## config.mk

```make
export PLATFORM = sky130hd
export DESIGN_NAME = matrix_stream_loader
export DESIGN_NICKNAME = d
export VERILOG_FILES = /design/src/rtl/matrix_pkg.sv /design/src/rtl/byte_pair_assembler.sv /design/src/rtl/matrix_stream_loader.sv
export SDC_FILE = /design/constraint.sdc
export NUM_CORES = 1
export LEC_CHECK = 0
export ABC_AREA = 1
export BUFFER_PORTS_ARGS = -buffer_cell sky130_fd_sc_hd__buf_2
export CAP_MARGIN = 20
export CORE_MARGIN = 10
export CORE_UTILIZATION = 50
export DETAILED_ROUTE_END_ITERATION = 6
export PLACE_DENSITY = 0.7
export SLEW_MARGIN = 25
export SYNTH_ARGS = -nofsm -noshare
export SYNTH_HDL_FRONTEND = slang
export SYNTH_HIERARCHICAL = 1
export SYNTH_SLANG_ARGS = --single-unit
export TNS_END_PERCENT = 100
```

## constraint.sdc

```tcl
create_clock -name clk -period 9.7 [get_ports clk]
set_clock_uncertainty 0.05 [all_clocks]
set_input_delay 0.97 -clock clk [delete_from_list [all_inputs] [get_ports clk]]
set_output_delay 0.97 -clock clk [all_outputs]
set_load 0.1 [all_outputs]
```

## src/rtl/matrix_pkg.sv

```systemverilog
// matrix_pkg: framing constants and loader state encoding shared by the
// matrix stream loader and the result unloader.
//   SYNC_BYTE      frame start marker
//   ADDR_WIDTH     data memory address width
//   DATA_WIDTH     data memory word width (two bytes, big-endian on the wire)
//   loader_state_t byte-framing FSM states
package matrix_pkg;

  localparam logic [7:0] SYNC_BYTE  = 8'hA5;
  localparam int         ADDR_WIDTH = 16;
  localparam int         DATA_WIDTH = 16;

  typedef enum logic [2:0] {
    ST_IDLE    = 3'd0,
    ST_ADDR_HI = 3'd1,
    ST_ADDR_LO = 3'd2,
    ST_CNT_HI  = 3'd3,
    ST_CNT_LO  = 3'd4,
    ST_DATA_HI = 3'd5,
    ST_DATA_LO = 3'd6,
    ST_FINISH  = 3'd7
  } loader_state_t;

endpackage

```

## src/rtl/byte_pair_assembler.sv

```systemverilog
// byte_pair_assembler: joins two consecutive bytes into one big-endian word.
//   clk, rst    clock, async active-high reset
//   byte_in     incoming byte
//   hi_valid    byte_in is the high byte; it is latched
//   lo_valid    byte_in is the low byte; word is {latched hi, byte_in}
//   word        assembled word (combinational on the low byte)
//   word_valid  word is complete this cycle
module byte_pair_assembler
  import matrix_pkg::*;
(
  input  logic                  clk,
  input  logic                  rst,
  input  logic [7:0]            byte_in,
  input  logic                  hi_valid,
  input  logic                  lo_valid,
  output logic [DATA_WIDTH-1:0] word,
  output logic                  word_valid
);

  logic [7:0] hi_q;

  always_ff @(posedge clk or posedge rst) begin
    if (rst) begin
      hi_q <= 8'h00;
    end else if (hi_valid) begin
      hi_q <= byte_in;
    end
  end

  assign word       = {hi_q, byte_in};
  assign word_valid = lo_valid;

endmodule

```

## src/rtl/matrix_stream_loader.sv

```systemverilog
// matrix_stream_loader: parses a framed host byte stream
//   SYNC, ADDR_HI, ADDR_LO, CNT_HI, CNT_LO, then CNT words (HI, LO)
// and writes the words to consecutive addresses of data memory port 1.
//   clk, rst      clock, async active-high reset
//   rx_data       received byte
//   rx_valid      rx_data qualifier
//   mem_data_in   write data (held while mem_we is low)
//   mem_addr      write address (held while mem_we is low)
//   mem_we        one-cycle write strobe per word
//   busy          frame in progress (accepted sync until done)
//   done          one-cycle pulse at frame end
//   sync_err      one-cycle pulse for a non-sync byte while idle
//   words_loaded  words written in the current or last frame
//   state_dbg     current FSM state (loader_state_t encoding)
//
// Handshake: rx_valid is a single-cycle qualifier with no ready; a byte is
// consumed on every clock edge where rx_valid is high, except during the
// one-cycle FINISH state where it is dropped. Bytes may arrive every cycle.
module matrix_stream_loader #(
  parameter logic [7:0] SYNC_BYTE  = matrix_pkg::SYNC_BYTE,
  parameter int         ADDR_WIDTH = matrix_pkg::ADDR_WIDTH,
  parameter int         DATA_WIDTH = matrix_pkg::DATA_WIDTH
) (
  input  logic                  clk,
  input  logic                  rst,
  input  logic [7:0]            rx_data,
  input  logic                  rx_valid,
  output logic [DATA_WIDTH-1:0] mem_data_in,
  output logic [ADDR_WIDTH-1:0] mem_addr,
  output logic                  mem_we,
  output logic                  busy,
  output logic                  done,
  output logic                  sync_err,
  output logic [15:0]           words_loaded,
  output logic [2:0]            state_dbg
);

  import matrix_pkg::*;

  // Words are always exactly two bytes on the wire.
  if (DATA_WIDTH != 16) begin : g_bad_data_width
    $error("matrix_stream_loader: DATA_WIDTH must be 16");
  end

  loader_state_t state;
  logic [15:0]   base_q;
  logic [15:0]   count_q;
  logic [15:0]   index_q;
  logic [15:0]   addr_sum;

  logic [DATA_WIDTH-1:0] asm_word;
  logic                  asm_valid;

  byte_pair_assembler u_pair (
    .clk        (clk),
    .rst        (rst),
    .byte_in    (rx_data),
    .hi_valid   (rx_valid && (state == ST_DATA_HI)),
    .lo_valid   (rx_valid && (state == ST_DATA_LO)),
    .word       (asm_word),
    .word_valid (asm_valid)
  );

  // Address arithmetic wraps modulo 2^16 with no indication.
  assign addr_sum  = base_q + index_q;
  assign state_dbg = state;

  always_ff @(posedge clk or posedge rst) begin
    if (rst) begin
      state        <= ST_IDLE;
      base_q       <= '0;
      count_q      <= '0;
      index_q      <= '0;
      mem_data_in  <= '0;
      mem_addr     <= '0;
      mem_we       <= 1'b0;
      busy         <= 1'b0;
      done         <= 1'b0;
      sync_err     <= 1'b0;
      words_loaded <= '0;
    end else begin
      // Pulse outputs default low; address/data hold their last write.
      mem_we   <= 1'b0;
      done     <= 1'b0;
      sync_err <= 1'b0;
      case (state)
        ST_IDLE: begin
          if (rx_valid) begin
            if (rx_data == SYNC_BYTE) begin
              state        <= ST_ADDR_HI;
              busy         <= 1'b1;
              words_loaded <= '0;
            end else begin
              sync_err <= 1'b1;
            end
          end
        end
        ST_ADDR_HI: if (rx_valid) begin
          base_q[15:8] <= rx_data;
          state        <= ST_ADDR_LO;
        end
        ST_ADDR_LO: if (rx_valid) begin
          base_q[7:0] <= rx_data;
          state       <= ST_CNT_HI;
        end
        ST_CNT_HI: if (rx_valid) begin
          count_q[15:8] <= rx_data;
          state         <= ST_CNT_LO;
        end
        ST_CNT_LO: if (rx_valid) begin
          count_q[7:0] <= rx_data;
          index_q      <= '0;
          if ({count_q[15:8], rx_data} == 16'd0) begin
            state <= ST_FINISH;
          end else begin
            state <= ST_DATA_HI;
          end
        end
        ST_DATA_HI: if (rx_valid) begin
          state <= ST_DATA_LO;
        end
        ST_DATA_LO: if (asm_valid) begin
          mem_we       <= 1'b1;
          mem_data_in  <= asm_word;
          mem_addr     <= addr_sum[ADDR_WIDTH-1:0];
          index_q      <= index_q + 16'd1;
          words_loaded <= words_loaded + 16'd1;
          if (index_q + 16'd1 == count_q) begin
            state <= ST_FINISH;
          end else begin
            state <= ST_DATA_HI;
          end
        end
        ST_FINISH: begin
          // Any byte arriving here is dropped.
          done  <= 1'b1;
          busy  <= 1'b0;
          state <= ST_IDLE;
        end
        default: state <= ST_IDLE;
      endcase
    end
  end

endmodule

```

---- Word level (Yosys, flattened, before mapping) ----
Cells that the tools add are included.
storage, ports and cells
  register bits after elaboration ......... 111
  output and inout port bits .............. 55
  word-level logic and storage cells ...... 77
operators by class
  add/sub/neg operators ................... 3
  equal/unequal tests ..................... 17
  multiplexer cells ....................... 27
  reduce and logical (&&, ||, !) cells .... 16
operators with widths
  operator                 count
  $mux W16                 5
  $pmux W16 S2             2
  $add A16 B1 Y16 const B  2
  $mux W3                  8
  $pmux W3 S8              1
  $add A16 B16 Y16         1
  $eq A16 B16 Y1           1
  $logic_not A16 Y1        1
  $ne A2 B2 Y1 const B     8
  $eq A3 B3 Y1 const B     4
  $reduce_and A2 Y1        5
  $eq A8 B8 Y1 const B     1
  $mux W1                  8
  $reduce_and A8 Y1        1
  $eq A3 B2 Y1 const B     2
  $reduce_and A3 Y1        2
  $reduce_bool A2 Y1       3
  $mux W2                  2
  $reduce_and A4 Y1        1
  $eq A3 B1 Y1 const B     1
  $logic_not A3 Y1         1
  $logic_and A1 B1 Y1      2
  $pmux W1 S2              1

---- Depth between registers and ports, before layout ----
  depth in word-level cells ............... 5
  mapped depth ............................ 15
  gate-level depth less buffers ........... 15

---- Cells and area by module ----
The synthesis kept the hierarchy.
by module, submodules not included
  module                times used  cells each  area each (um^2)
  matrix_stream_loader  1           721         5657.9
  byte_pair_assembler   1           44          376.6

---- Worst setup path before layout ----
No wires, ideal clock.
  kind .................................... register -> register
  start ................................... reg state[2], in the netlist state_dbg[2]
  end ..................................... reg words_loaded[12]
  arrival time ............................ 2.392 ns
  required time ........................... 9.531 ns
  path slack .............................. 7.139 ns
  cell stages (with the launch flop) ...... 13
  period minus slack after synthesis ...... 2.561 ns
  cells stage by stage .................... dfrtp_1 buf_2 inv_2 nor2_8 inv_2 nor2_1 buf_4 nand2_4 nand2_4 nand3_4 nor2_4 nand3_2 o21a_1
on the way
  word-level cells in the longest chain between the ends .. 4
  elaborated cells on any way between the ends .. 9
RTL lines
  item                                line                         RTL
  from (decl)                         matrix_stream_loader.sv:45   loader_state_t state;
  from (signal assigned)              matrix_stream_loader.sv:70   state <= ST_IDLE;
  from (signal assigned)              matrix_stream_loader.sv:90   state <= ST_ADDR_HI;
  from (signal assigned)              matrix_stream_loader.sv:100  state <= ST_ADDR_LO;
  $eq A3 B3 Y1                        matrix_stream_loader.sv:59   .lo_valid (rx_valid && (state == ST_DATA_LO)),
  $logic_and A1 B1 Y1                 matrix_stream_loader.sv:59
  net asm_valid                       matrix_stream_loader.sv:52   logic asm_valid;
  $ne A2 B2 Y1 (no source line)       n/a
  $reduce_and A4 Y1 (no source line)  n/a
  to (signal assigned)                matrix_stream_loader.sv:127  words_loaded <= words_loaded + 16'd1;
  to (decl)                           matrix_stream_loader.sv:34   output logic [15:0] words_loaded,
The timed path passes the listed nets, and every way through them passes these cells.
A chain may end at the register's enable or synchronous reset.

---- Worst setup path after layout ----
  start ................................... reg state[2], in the netlist state_dbg[2]
  end ..................................... reg index_q[7]
on the way
  word-level cells in the longest chain between the ends .. 4
  elaborated cells on any way between the ends .. 8
RTL lines
  item                                line                                                    RTL
  $eq A3 B3 Y1                        matrix_stream_loader.sv:59, matrix_stream_loader.sv:86
  $logic_and A1 B1 Y1                 matrix_stream_loader.sv:59
  $ne A2 B2 Y1 (no source line)       n/a
  $reduce_and A3 Y1 (no source line)  n/a
  to (signal assigned)                matrix_stream_loader.sv:126                             index_q <= index_q + 16'd1;
  to (decl)                           matrix_stream_loader.sv:48                              logic [15:0] index_q;
Parallel ways exist; a longest one is shown, timed or not.

==> flow_metrics.tcl <==
set metrics [dict create \
    cp_top_family "buffers and inverters" \
    hold_violations 0 \
    setup_viol 0 \
    num_rows 40 \
    irDropWorstVdd_uv 258.1 \
    die_area_sq_mm 0.01686 \
    synth_top_cells_by_area "dfrtp_1, nand2_1, o21ai_0" \
    crit_type "flop to flop" \
    hold_class "flop to flop" \
    synth_area_sq_mm 0.006035 \
    ant_nets 0 \
    max_clock_freq_ghz 0.3425 \
    cts_buffers 9 \
    clkSinkCount 111 \
    layout-drive-gt1-share_pct 14.36 \
    grt-ovfl-total 0 \
    drt_first_pass_iters 5 \
    hold_buffers 0 \
    holdWs_ps 430.1 \
    syn_inst 765 \
    p_sw_mw 1.214 \
    ys_warn_count 6 \
    viasPerCell 5.357 \
    crit_top_cell "inv_2" \
    synth_enable_flop_cells 0 \
    post_cts_buffers 0 \
    cts_root_buf "clkbuf_16" \
    ys_seq_area_share_pct 46.03 \
    die_w_microns 129.9 \
    dpl-instance-area_sq_mm 0.006405 \
    antenna_found_initial 0 \
    clockBufferDepth 2 \
    yosysUniqueCellTypes 43 \
    async_reset_ff_share_pct 100.0 \
    layout_min_cycle_time_ps 2920 \
    nNetsFinal 846 \
    num_vias 5191 \
    clk_latency_ps 360 \
    ctsResizeCount 0 \
    p_int_mw 1.117 \
    min_from "mem_addr[14]" \
    final_area_sq_mm 0.006728 \
    power.share.switching_pct 52.09 \
    wire_per_inst_microns 15.12 \
    grt_max_degree 73 \
    relSlewSlack_pct 31.17 \
    cts_tree "built" \
    cp_slowest_cell "inv_1" \
    setup.worst_path.start_class "flop" \
    place.gp.congestion 0.8964 \
    crit_start "state_dbg[2]" \
    final_min_period_over_clock_period_pct 30.10 \
    chipHeight_microns 129.9 \
    drv_slew 0 \
    yosys_register_bits 111 \
    max_stage_delay_ps 900 \
    avgSynthCellArea_sq_um 7.888 \
    synth_top_area_share_pct 46.03 \
    wl_mm 14.65 \
    rsz0062_at_grt "false" \
    combPwrFrac_pct 49.6 \
    coreArea_sq_mm 0.01191 \
    initial_utilization_pct 50.66 \
    setup-tns-final_ps 0 \
    port_buffers 65 \
    drt_iter0_drc 353 \
    grt_pass1_vias 5081 \
    worstPathArrival_ps 3140 \
    h-tree-depth 3 \
    utilization_pct 56.48 \
    syn2layout_area_growth_pct 11.49 \
    drc 0 \
    grt_pass1_wl_mm 24.45 \
    outcome "completed" \
    dp_hpwl_mm 10.82 \
    critPathMaxFanout 54 \
    cap_violations 0 \
    yosysTopAreaCell "dfrtp_1" \
    worst_slew_pin_slew_ps 1031 \
    cp_cell_sequence "inv_2, nor2_8, inv_2, nor2_1, nand2_4, inv_1, nand3_1, o21ai_0" \
    grt_usage_pct 18.03 \
    power_frac_clock_pct 17.2 \
    synth_nets 794 \
    reg2reg_from "state_dbg[2]" \
    leakagePower_nw 3.532 \
    crit_buf_inv 3 \
    ios 66 \
    path_clk_slew_ps 80 \
    power_density_mw_per_mm2 346.5 \
    cp-end-kind "flop" \
    diodes 0 \
    worstPathRequired_ps 9920 \
    synthFlopType "dfrtp_1" \
    power_frac_seq_pct 33.2 \
]
[power by group through the flow]
stage	registers, mW	clock network, mW	logic [mW]
after floorplan	1.20	0	0.515
after global placement	0.773	0	1.14
after detailed placement	0.779	0	1.16
after CTS	0.774	0.407	1.16
after global routing	0.798	0.426	1.27
final	0.774	0.401	1.16
[metrics by stage]
| stage | std cells | power [mW] | setup slack, ps |
|---|---|---|---|
| after CTS | 969 | 2.344 | 6798 |
| after detailed placement | 953 | 1.938 | 6507 |
| final | 969 | 2.331 | 6780 |
| after global placement | 953 | 1.910 | 6662 |
| after global routing | 969 | 2.496 | 6499 |
| after floorplan | 765 | 1.710 | 5976 |
[cells in the final DEF (no fill, tap or decap), types with 2 or more instances in the layout]
master	count
nor2_4	2
nand2_1	254
xnor2_1	8
o21ai_2	3
nand3_2	4
xor2_1	14
clkbuf_16	9
inv_6	2
o22ai_1	8
a21oi_1	19
dfrtp_1	111
nand3b_1	7
ha_1	17
nor2_1	36
nand2_2	5
o21ai_0	63
o31ai_1	4
a211oi_1	2
inv_2	7
o21a_1	2
inv_1	76
nor2_2	5
nor4_1	6
nand2_4	2
nor3_2	2
inv_8	4
buf_2	65
a31oi_1	2
nand3_1	47
o21ai_1	2
nor3_1	7
nand4_1	13
[sequential cells by signal, summed over array words and instances (netlist names)]
register / flops
base_q: 16
count_q: 16
index_q: 16
mem_addr: 16
mem_data_in: 16
words_loaded: 16
u_pair/hi_q: 8
state_dbg: 3
busy: 1
done: 1
mem_we: 1
sync_err: 1
[Yosys cell counts, types with 9 or more instances]
cell	number
dfrtp_1	111
nand2_1	254
inv_1	77
nor2_1	36
nand3_1	47
buf_4	9
clkbuf_1	9
nand4_1	13
a21oi_1	19
o21ai_0	63
xor2_1	14
ha_1	17
[metal layers]
layer	routed length (microns)	vias up	global-route usage, %
met5	0	-	0
met4	248	0	6.812
met3	646	19	2.921
met2	6986	127	29.38
met1	6768	2464	23.65
li1	-	2581	-
[cell type report]
| type | instances | area, sq um |
|---|---|---|
| clock buffer | 9 | 225.2 |
| clock inverter | 7 | 92.59 |
| fill | 1109 | 5184 |
| inverter | 84 | 317.8 |
| multi-input combinational | 545 | 2798 |
| sequential | 111 | 2778 |
| tap | 147 | 183.9 |
| timing repair buffer | 66 | 332.8 |
[worst paths after layout]
| check | slack (ps) | end | depth (start not counted) |
|---|---|---|---|
| max | 6780 | index_q[7] | 8 |
| min | 430 | mem_addr[14] | 2 |
| max reg2reg | 6780 | index_q[7] | 8 |
| min reg2reg | 430 | mem_addr[14] | 2 |
| max in group asynchronous | 7770 | mem_addr[5] | 3 |
| min in group asynchronous | 520 | u_pair/hi_q[0] | 2 |
[logic make-up (layout without fill, tap and decap cells)]
family | count (synthesis) | in the layout | share of synthesized area [%]
compound gates | 109 | 109 | 9.952
xor+xnor | 23 | 23 | 3.463
fa+ha+maj | 18 | 18 | 3.856
buf+inv | 109 | 166 | 7.692
flops | 111 | 111 | 46.03
simple gates | 395 | 395 | 29.01
[tightest hold or removal path, stage by stage, from the launching register on]
cell and delay [ps]:
dfrtp_1 350, nand2_1 50, nand2_1 50
No activity file was read; power rests on OpenSTA's default activity.
